==> config.mk <==
export PLATFORM = sky130hd
export DESIGN_NAME = registro_universal
export DESIGN_NICKNAME = d
export VERILOG_FILES = /design/src/rtl/registro_universal.sv
export SDC_FILE = /design/constraint.sdc
export NUM_CORES = 1
export LEC_CHECK = 0
export CORE_UTILIZATION = 52
export CTS_CLUSTER_SIZE = 24
export DETAILED_ROUTE_END_ITERATION = 10
export DONT_BUFFER_PORTS = 1
export GPL_TIMING_DRIVEN = 1
export HOLD_SLACK_MARGIN = 0.05
export PLACE_DENSITY = 0.67
export SYNTH_ARGS = -nofsm -noshare
export SYNTH_HDL_FRONTEND = slang
export SYNTH_SLANG_ARGS = --single-unit
==> constraint.sdc <==
create_clock -name clk -period 4.3 [get_ports clk]
set_input_delay 0.645 -clock clk [delete_from_list [all_inputs] [get_ports clk]]
set_output_delay 0.645 -clock clk [all_outputs]
set_load 0.01 [all_outputs]
==> src/rtl/registro_universal.sv <==
// registro_universal: N-bit universal register with parallel load, logical and
// arithmetic shifts, optional rotates and clear, plus serial in/out and a
// saturating shift counter with an empty flag for serialiser/deserialiser use.
// Optional feature macro: REGISTRO_UNIVERSAL_ROTATE_EN enables modes 101/110
// (ROTL/ROTR); without it those codes behave as HOLD and no rotate logic exists.
module registro_universal #(
    parameter int N  = 8,
    parameter int CW = $clog2(N + 1)
) (
    input  logic          clk,
    input  logic          rst_n,
    input  logic          enable,
    input  logic [2:0]    modo,
    input  logic [N-1:0]  data,
    input  logic          serie_in,
    output logic [N-1:0]  salida,
    output logic          serie_out,
    output logic [CW-1:0] cuenta,
    output logic          vacio
);

    localparam logic [2:0] MODO_HOLD = 3'b000;
    localparam logic [2:0] MODO_LOAD = 3'b001;
    localparam logic [2:0] MODO_SHL  = 3'b010;
    localparam logic [2:0] MODO_SHR  = 3'b011;
    localparam logic [2:0] MODO_ASHR = 3'b100;
`ifdef REGISTRO_UNIVERSAL_ROTATE_EN
    localparam logic [2:0] MODO_ROTL = 3'b101;
    localparam logic [2:0] MODO_ROTR = 3'b110;
`endif
    localparam logic [2:0] MODO_CLR  = 3'b111;

    // Counter value meaning "all loaded bits have been shifted out".
    localparam logic [CW-1:0] CUENTA_LLENA = CW'(N);

    logic [N-1:0]  salida_q,    salida_d;
    logic          serie_out_q, serie_out_d;
    logic [CW-1:0] cuenta_q,    cuenta_d;
    logic          vacio_q,     vacio_d;

    // Saturating increment shared by the three counting shifts.
    logic [CW-1:0] cuenta_inc;
    assign cuenta_inc = (cuenta_q == CUENTA_LLENA) ? cuenta_q : cuenta_q + CW'(1);

    // Next-state selection; defaults hold every register.
    always_comb begin
        salida_d    = salida_q;
        serie_out_d = serie_out_q;
        cuenta_d    = cuenta_q;
        vacio_d     = vacio_q;
        if (enable) begin
            case (modo)
                MODO_HOLD: begin
                end
                MODO_LOAD: begin
                    salida_d = data;
                    cuenta_d = '0;
                    vacio_d  = 1'b0;
                end
                MODO_SHL: begin
                    salida_d    = {salida_q[N-2:0], serie_in};
                    serie_out_d = salida_q[N-1];
                    cuenta_d    = cuenta_inc;
                    vacio_d     = (cuenta_inc == CUENTA_LLENA);
                end
                MODO_SHR: begin
                    salida_d    = {serie_in, salida_q[N-1:1]};
                    serie_out_d = salida_q[0];
                    cuenta_d    = cuenta_inc;
                    vacio_d     = (cuenta_inc == CUENTA_LLENA);
                end
                MODO_ASHR: begin
                    salida_d    = {salida_q[N-1], salida_q[N-1:1]};
                    serie_out_d = salida_q[0];
                    cuenta_d    = cuenta_inc;
                    vacio_d     = (cuenta_inc == CUENTA_LLENA);
                end
`ifdef REGISTRO_UNIVERSAL_ROTATE_EN
                // Rotates move bits but never count as serialisation progress.
                MODO_ROTL: begin
                    salida_d    = {salida_q[N-2:0], salida_q[N-1]};
                    serie_out_d = salida_q[N-1];
                end
                MODO_ROTR: begin
                    salida_d    = {salida_q[0], salida_q[N-1:1]};
                    serie_out_d = salida_q[0];
                end
`endif
                MODO_CLR: begin
                    salida_d = '0;
                    cuenta_d = '0;
                    vacio_d  = 1'b1;
                end
                default: begin
                end
            endcase
        end
    end

    // State registers with synchronous active-low reset that overrides all modes.
    always_ff @(posedge clk) begin
        if (!rst_n) begin
            salida_q    <= '0;
            serie_out_q <= 1'b0;
            cuenta_q    <= '0;
            vacio_q     <= 1'b1;
        end else begin
            salida_q    <= salida_d;
            serie_out_q <= serie_out_d;
            cuenta_q    <= cuenta_d;
            vacio_q     <= vacio_d;
        end
    end

    assign salida    = salida_q;
    assign serie_out = serie_out_q;
    assign cuenta    = cuenta_q;
    assign vacio     = vacio_q;

endmodule

==> results of run 1 <==
layout make-up:
cell class / count / area (um2)
Clock buffer: 4 / 36.3
Fill cell: 215 / 867
Inverter: 14 / 52.6
Multi-Input combinational cell: 123 / 772
Sequential cell: 14 / 280
Tap cell: 27 / 33.8
layout by cell type, fill, tap and decap left out, types with 2 or more instances in the layout:
cell      netlist  routed
nor2_1         22      22
inv_1          14      14
nand3_1        14      14
a21oi_1        14      14
dfxtp_1        14      14
nand2_1         9       9
a21boi_0        7       7
nand2b_1        6       6
o22ai_1         6       6
o221ai_1        6       6
a21o_1          3       3
clkbuf_4        0       3
o21ai_0         2       2
a31oi_1         2       2
nor2b_1         2       2
and3_2          2       2
xor2_1          2       2
o31ai_1         2       2
a211oi_1        2       2
ha_1            2       2
path summary, 6_finish.rpt:
kind                  start         to  depth (start not counted)
setup / recovery    modo[0]  salida[3]                          6
hold / removal       enable  salida[6]                          1
setup reg to reg  cuenta[0]      vacio                          6
hold reg to reg   salida[7]  salida[6]                          2
critical path, delay by kind of cell:
family,cells,cell delay (ns)
adder cells (fa/ha/maj),1,0.83
AO/OA/AOI/OAI,3,0.37
AND/OR/NAND/NOR,1,0.26
buffers and inverters,1,0.04
where the power goes:
part           switching [mW]  internal, mW  total (mW)  leakage, nW
Clock                  0.0492        0.0516       0.101       0.0210
Sequential             0.0221         0.142       0.164        0.115
Combinational          0.0474        0.0378      0.0852        0.352
logic make-up (layout without fill, tap and decap cells):
logic type	Yosys count	count (layout)
AO/OA/AOI/OAI	53	53
adder cells (fa/ha/maj)	3	3
multiplexers	1	1
buffers and inverters	24	18
flip-flops	14	14
AND/OR/NAND/NOR	63	63
XOR/XNOR	3	3
state kept, by name (all words and copies together), names as in the netlist:
name and flops:
serie_out 1, vacio 1, cuenta 4, salida 8
routing by layer:
metal	track usage [%]	share of wire, %
met5	0	0
met4	2.86	0
met3	7.72	5.7
met2	40.0	45
met1	35.6	49
per-stage QoR:
stage          util (%)  cell area, um2  hold slack, ns  instances
6_report           57.5            1170           0.438        182
5_1_grt            57.5            1170           0.444        182
4_1_cts            57.5            1170           0.436        182
3_5_place_dp       55.8            1140           0.568        178
3_3_place_gp       55.8            1140           0.546        178
2_1_floorplan         -            1170           0.512        161
==> summary.md, run 1 <==
| Metric | Value |
|---|---|
| Unrepaired setup endpoints after global routing | `false` |
| H-tree levels | `1` |
| DIE AREA | `0.00245 mm2` |
| Tmin final | `between 1.5 and 2 ns` |
| Number of synthesized flops with an enable pin | `0` |
| Worst-Margin Slew | `between 0.4 and 0.5 ns` |
| Nets | `174` |
| Library cells used by synthesis | `44` |
| Count leader, synth | `nor2_1` |
| Final Hold Fails | `0` |
| Wire per inst | `15.7 um` |
| IO Port Bufs | `0` |
| Die span in y | `49.5 um` |
| Layout Skew | `0.00782 ns` |
| Syn_nets | `179` |
| Final setup viols | `0` |
| Area share of the largest cell type after synthesis | `23.9%` |
| Simple-Gate Fraction of Synth Area | `27.4%` |
| Clock Path Buffers | `2` |
| Post-Syn Area per Cell | `7.27 um2` |
| Synth cell count leaders | `22 x nor2_1, 14 x a21oi_1, 14 x dfxtp_1, 14 x inv_1, 14 x nand3_1` |
| # rows | `16` |
| TritonRoute pass-1 iters | `4` |
| CP max-delay cell | `fa_1` |
| Worst-path maximum fanout | `14` |
| Total power draw | `about 0.35 mW` |
| Largest net degree at the start of global routing | `19` |
| Top post-synthesis cells by area | `dfxtp_1 24%, nor2_1 7.1%, a21oi_1 6.0%` |
| I/O pin cnt | `29` |
| Fin Setup TNS | `0 ns` |
| WP data required | `4.48 ns` |
| CP Capture Type | `flip-flop` |
| Final period utilization | `46.1%` |
| Max-cap violations | `0` |
| Synthesized area | `0.00117 mm2` |
| Antenna Cells | `0` |
| PostCTS Resize Cnt | `0` |
| Compound-gate portion of the synthesized area | `31.6%` |
| Post-CTS Setup Bufs | `0` |
| Adder-cell area share of the yosys netlist | `3.85%` |
| Hold buffers post-CTS | `0` |
| CTS Buf Count | `3` |
| Initial DRC count | `36` |
| Pre-CTS WS | `2.01 ns` |
| Synthesis-to-layout area growth | `0.321%` |
| Syn Inst Count | `161` |
| Hold crit path type | `in -> reg` |
| Ys async rst share | `0%` |
| Clk Latency, worst-skew pair | `0.29 ns` |
| Top_reg_cell synth | `dfxtp_1` |
| Number of remaining DRC errors | `0` |
| Crit Path Class | `in -> reg` |
| Routed wire length | `2.85 mm` |
| Largest family of logic cells by synthesized area | `compound AO/OA/AOI/OAI gates` |
| Total gr overflow | `0` |
| GRT Total Usage | `25.5%` |
| Initial antenna violation count | `0` |
| Post-route antenna net violation count | `0` |
| Post-synthesis sequential area ratio | `a little under a quarter` |
| YS warnings | `0` |
| Initial core utilization | `57.4%` |
| VDD IR max | `267 uV` |
| First-pass GRT wire length | `4.84 mm` |
| Die Wd | `49.5 um` |
| FF+latch count, synth | `14` |
| Share of layout cells above drive strength 1 | `about 7.7%` |
| Pwr/cell area | `298 mW/mm2` |
| Clk sinks | `14` |
| Clock transition at the registers of the reported paths | `0.10 ns` |
| Worst R2R Setup Slack | `2.72 ns` |
| Most area-hungry cell type in the Yosys netlist | `dfxtp_1` |
| Max-slew violation count | `0` |
| Vias in the first global route | `1021` |
| Synth Area in XOR/XNOR | `2.24%` |
| Leakage | `0.488 nW` |
| Crit path DAT | `approximately 2.2 ns` |
| Crit path cell chain | `inv_1, fa_1, nand2_1, a21o_1, o2111ai_1, o31ai_1` |
| Mux contribution to synthesized area | `0.855%` |
| Vias | `1122` |
| Drt via density | `just over 6` |
| CTS tree | `yes` |
| CTS root buf | `clkbuf_4` |
| RD Place Congestion | `0.845` |
| Final HPWL DP | `2.08 mm` |
| Worst setup margin | `2.32 ns` |
| Max stage delay on crit path | `0.83 ns` |
| Crit path launch type | `input pin` |
| Peak Freq | `505 MHz` |
| Slew Limit Headroom | `69.6%` |
| Outcome | `complete, no violations` |
| Core footprint | `0.00204 mm2` |
No activity file was read; power rests on OpenSTA's default activity.
==> run 2, diff against run 1 <==
--- a/config.mk
+++ b/config.mk
@@ -5,13 +5,14 @@
 export SDC_FILE = /design/constraint.sdc
 export NUM_CORES = 1
 export LEC_CHECK = 0
+export ABC_AREA = 1
 export CORE_UTILIZATION = 52
 export CTS_CLUSTER_SIZE = 24
 export DETAILED_ROUTE_END_ITERATION = 10
 export DONT_BUFFER_PORTS = 1
 export GPL_TIMING_DRIVEN = 1
 export HOLD_SLACK_MARGIN = 0.05
-export PLACE_DENSITY = 0.67
+export PLACE_DENSITY = 0.7
 export SYNTH_ARGS = -nofsm -noshare
 export SYNTH_HDL_FRONTEND = slang
 export SYNTH_SLANG_ARGS = --single-unit
==> constraint.sdc (replaced) <==
create_clock -name clk -period 1.7 [get_ports clk]
set_input_delay 0.255 -clock clk [delete_from_list [all_inputs] [get_ports clk]]
set_output_delay 0.255 -clock clk [all_outputs]
set_load 0.01 [all_outputs]
==> summary.md, run 2 <==
| Metric | Value |
|---|---|
| H-tree levels | `1` |
| Largest register FFs | `8` |
| Antenna Cells | `0` |
| Layout Skew | `0.000462 ns` |
| Synthesized area | `around 930 um2` |
| CP Capture Type | `flip-flop` |
| Final setup viols | `0` |
| Top_reg_cell synth | `dfxtp_1` |
| Clock transition at the registers of the reported paths | `approximately 0.090 ns` |
| PostCTS Resize Cnt | `0` |
| Ys async rst share | `0%` |
| Final Hold Fails | `0` |
| Most frequent cells in the layout | `46 x nand2_1, 23 x nor2_1, 19 x inv_1` |
| Hold buffers post-CTS | `0` |
| Pwr/cell area | `774 mW/mm2` |
| Most area-hungry cell type in the Yosys netlist | `dfxtp_1` |
| VDD IR max | `between 400 and 500 uV` |
| Worst-Margin Slew | `0.318 ns` |
| CTS tree | `yes` |
| Hold path cells | `2` |
| Final period utilization | `82.3%` |
| Vias | `slightly above 900` |
| Hold crit path type | `in -> reg` |
| Worst R2R Path Depth | `10` |
| Drt via density | `about 5.2` |
| Worst setup startpoint | `cuenta[1]` |
| Largest net degree at the start of global routing | `15` |
| Clk sinks | `14` |
| Die span in y | `44.3 um` |
| Hold WS | `0.103 ns` |
| Worst R2R Setup Slack | `0.30 ns` |
| Library cells used by synthesis | `19` |
| FF/Latch Area | `around 280 um2` |
| Clock Path Buffers | `2` |
| Tmin final | `1.40 ns` |
| Worst-path maximum fanout | `6` |
| Final HPWL DP | `between 1.5 and 2 mm` |
| Post-synthesis sequential area ratio | `between 30% and 40%` |
| CTS root buf | `clkbuf_4` |
| YS warnings | `0` |
| # rows | `14` |
| Max-slew violation count | `0` |
| Unrepaired setup endpoints after global routing | `false` |
| Post-route antenna net violation count | `0` |
| Total gr overflow | `0` |
| Synthesis-to-layout area growth | `6.19%` |
| Initial DRC count | `19` |
| Most common cell after layout, fill and taps aside | `nand2_1` |
| Die Wd | `44.3 um` |
| Max-cap violations | `0` |
| Count leader, synth | `nand2_1` |
| Synth cell count leaders | `46 x nand2_1, 23 x nor2_1, 19 x inv_1, 15 x o21ai_0, 14 x dfxtp_1` |
| RD Place Congestion | `about 0.8` |
| Area share of the largest cell type after synthesis | `30.1%` |
| Fin Setup TNS | `0 ns` |
| Top post-synthesis cells by area | `dfxtp_1 30%, nand2_1 19%, nor2_1 9.3%` |
| FILL cells | `147` |
| Number of synthesized flops with an enable pin | `0` |
| IO Port Bufs | `0` |
| Initial antenna violation count | `0` |
| CTS Buf Count | `3` |
| Crit path DAT | `1.58 ns` |
| Post-CTS Setup Bufs | `0` |
| FF+latch count, synth | `14` |
| RR Endpoint | `vacio` |
| Nets | `173` |
| Worst r2r src | `cuenta[1]` |
| Crit Path Class | `reg -> reg` |
| Leakage | `around 0.47 nW` |
| Area of the multi-input gates | `558 um2` |
| Syn Inst Count | `approximately 150` |
| Worst Hold Path EP | `serie_out` |
| Share of layout cells above drive strength 1 | `a little under a tenth` |
| WP data required | `1.88 ns` |
| Routed wire length | `2.01 mm` |
| I/O pin cnt | `29` |
| Hold_sp | `rst_n` |
| GRT Total Usage | `23.5%` |
| Clk Latency, worst-skew pair | `0.28 ns` |
| Core footprint | `around 0.0016 mm2` |
| Post-layout util | `61.9%` |
| DIE AREA | `just under 0.002 mm2` |
| TritonRoute pass-1 iters | `4` |
| Syn_nets | `169` |
| Vias in the first global route | `868` |
| Wire per inst | `11.3 um` |
| Initial core utilization | `58.3%` |
| Outcome | `complete, no violations` |
| Number of remaining DRC errors | `0` |
| First-pass GRT wire length | `3.48 mm` |
| Slew Limit Headroom | `78.7%` |
| Peak Freq | `715 MHz` |
| Crit path launch type | `flip-flop` |
| Post-Syn Area per Cell | `slightly above 6 um2` |
run 2: cell types whose count changed after synthesis, moves of 6 or more:
cell / before / now
o221ai_1: 6 / 0
a21oi_1: 14 / 5
o22ai_1: 6 / 0
nand2b_1: 6 / 0
a21boi_0: 7 / 0
nand2_1: 9 / 46
o21ai_0: 2 / 15
run 2: worst max-delay path by stage:
| stage | endpoint | slack, ns |
|---|---|---|
| final | vacio | 0.30 |
| after floorplan | salida[6] | 0.23 |
| after CTS | vacio | 0.31 |
| after global placement | salida[6] | 0.18 |
| after detailed placement | salida[4] | 0.14 |
| after global routing | vacio | 0.19 |
run 2: routing by layer:
metal  share of wire (%)  vias to the layer above  GRT usage, %  wire [um]
met2                  46                       25          39.4        919
met5                   0                        -             0          0
met3                 5.8                        4          4.49        117
li1                    -                      478             -          -
met1                  47                      419          29.3        940
met4                 1.5                        0          10.3         31
run 2: area by class of cell:
type | count | share of cell area [%]
sequential | 14 | 28.4
timing repair buffer | 1 | 0.760
multi-input combinational | 115 | 56.5
inverter | 20 | 7.60
clock buffer | 4 | 3.68
tap | 24 | 3.04
run 2: critical path, stage by stage (launching register included):
cell and delay, ns:
dfxtp_1 0.48, inv_1 0.08, ha_1 0.21, nand2_1 0.07
nand3_1 0.07, nand2_1 0.10, nor2_1 0.05, nand2_1 0.05
nand2_1 0.06, nand2_1 0.07, nand2_1 0.05
run 2: per-stage QoR:
step / power [mW] / cells / setup slack [ns] / cell area (um2)
floorplan: 0.508 / 151 / 0.231 / 930
global placement: 0.527 / 174 / 0.177 / 951
detailed placement: 0.531 / 174 / 0.141 / 951
CTS: 0.769 / 178 / 0.306 / 987
global route: 0.815 / 178 / 0.192 / 987
finish: 0.764 / 178 / 0.301 / 987
run 2: kinds of logic after synthesis:
family	Yosys count	synth area share, %
fa+ha+maj	3	4.84
compound gates	21	12.5
flops	14	30.1
simple gates	91	42.7
buf+inv	22	9.82
run 2: power breakdown:
part	switching (mW)	internal, mW	total [mW]
sequential	0.0343	0.352	0.387
clock	0.110	0.130	0.240
combinational	0.0890	0.0485	0.137
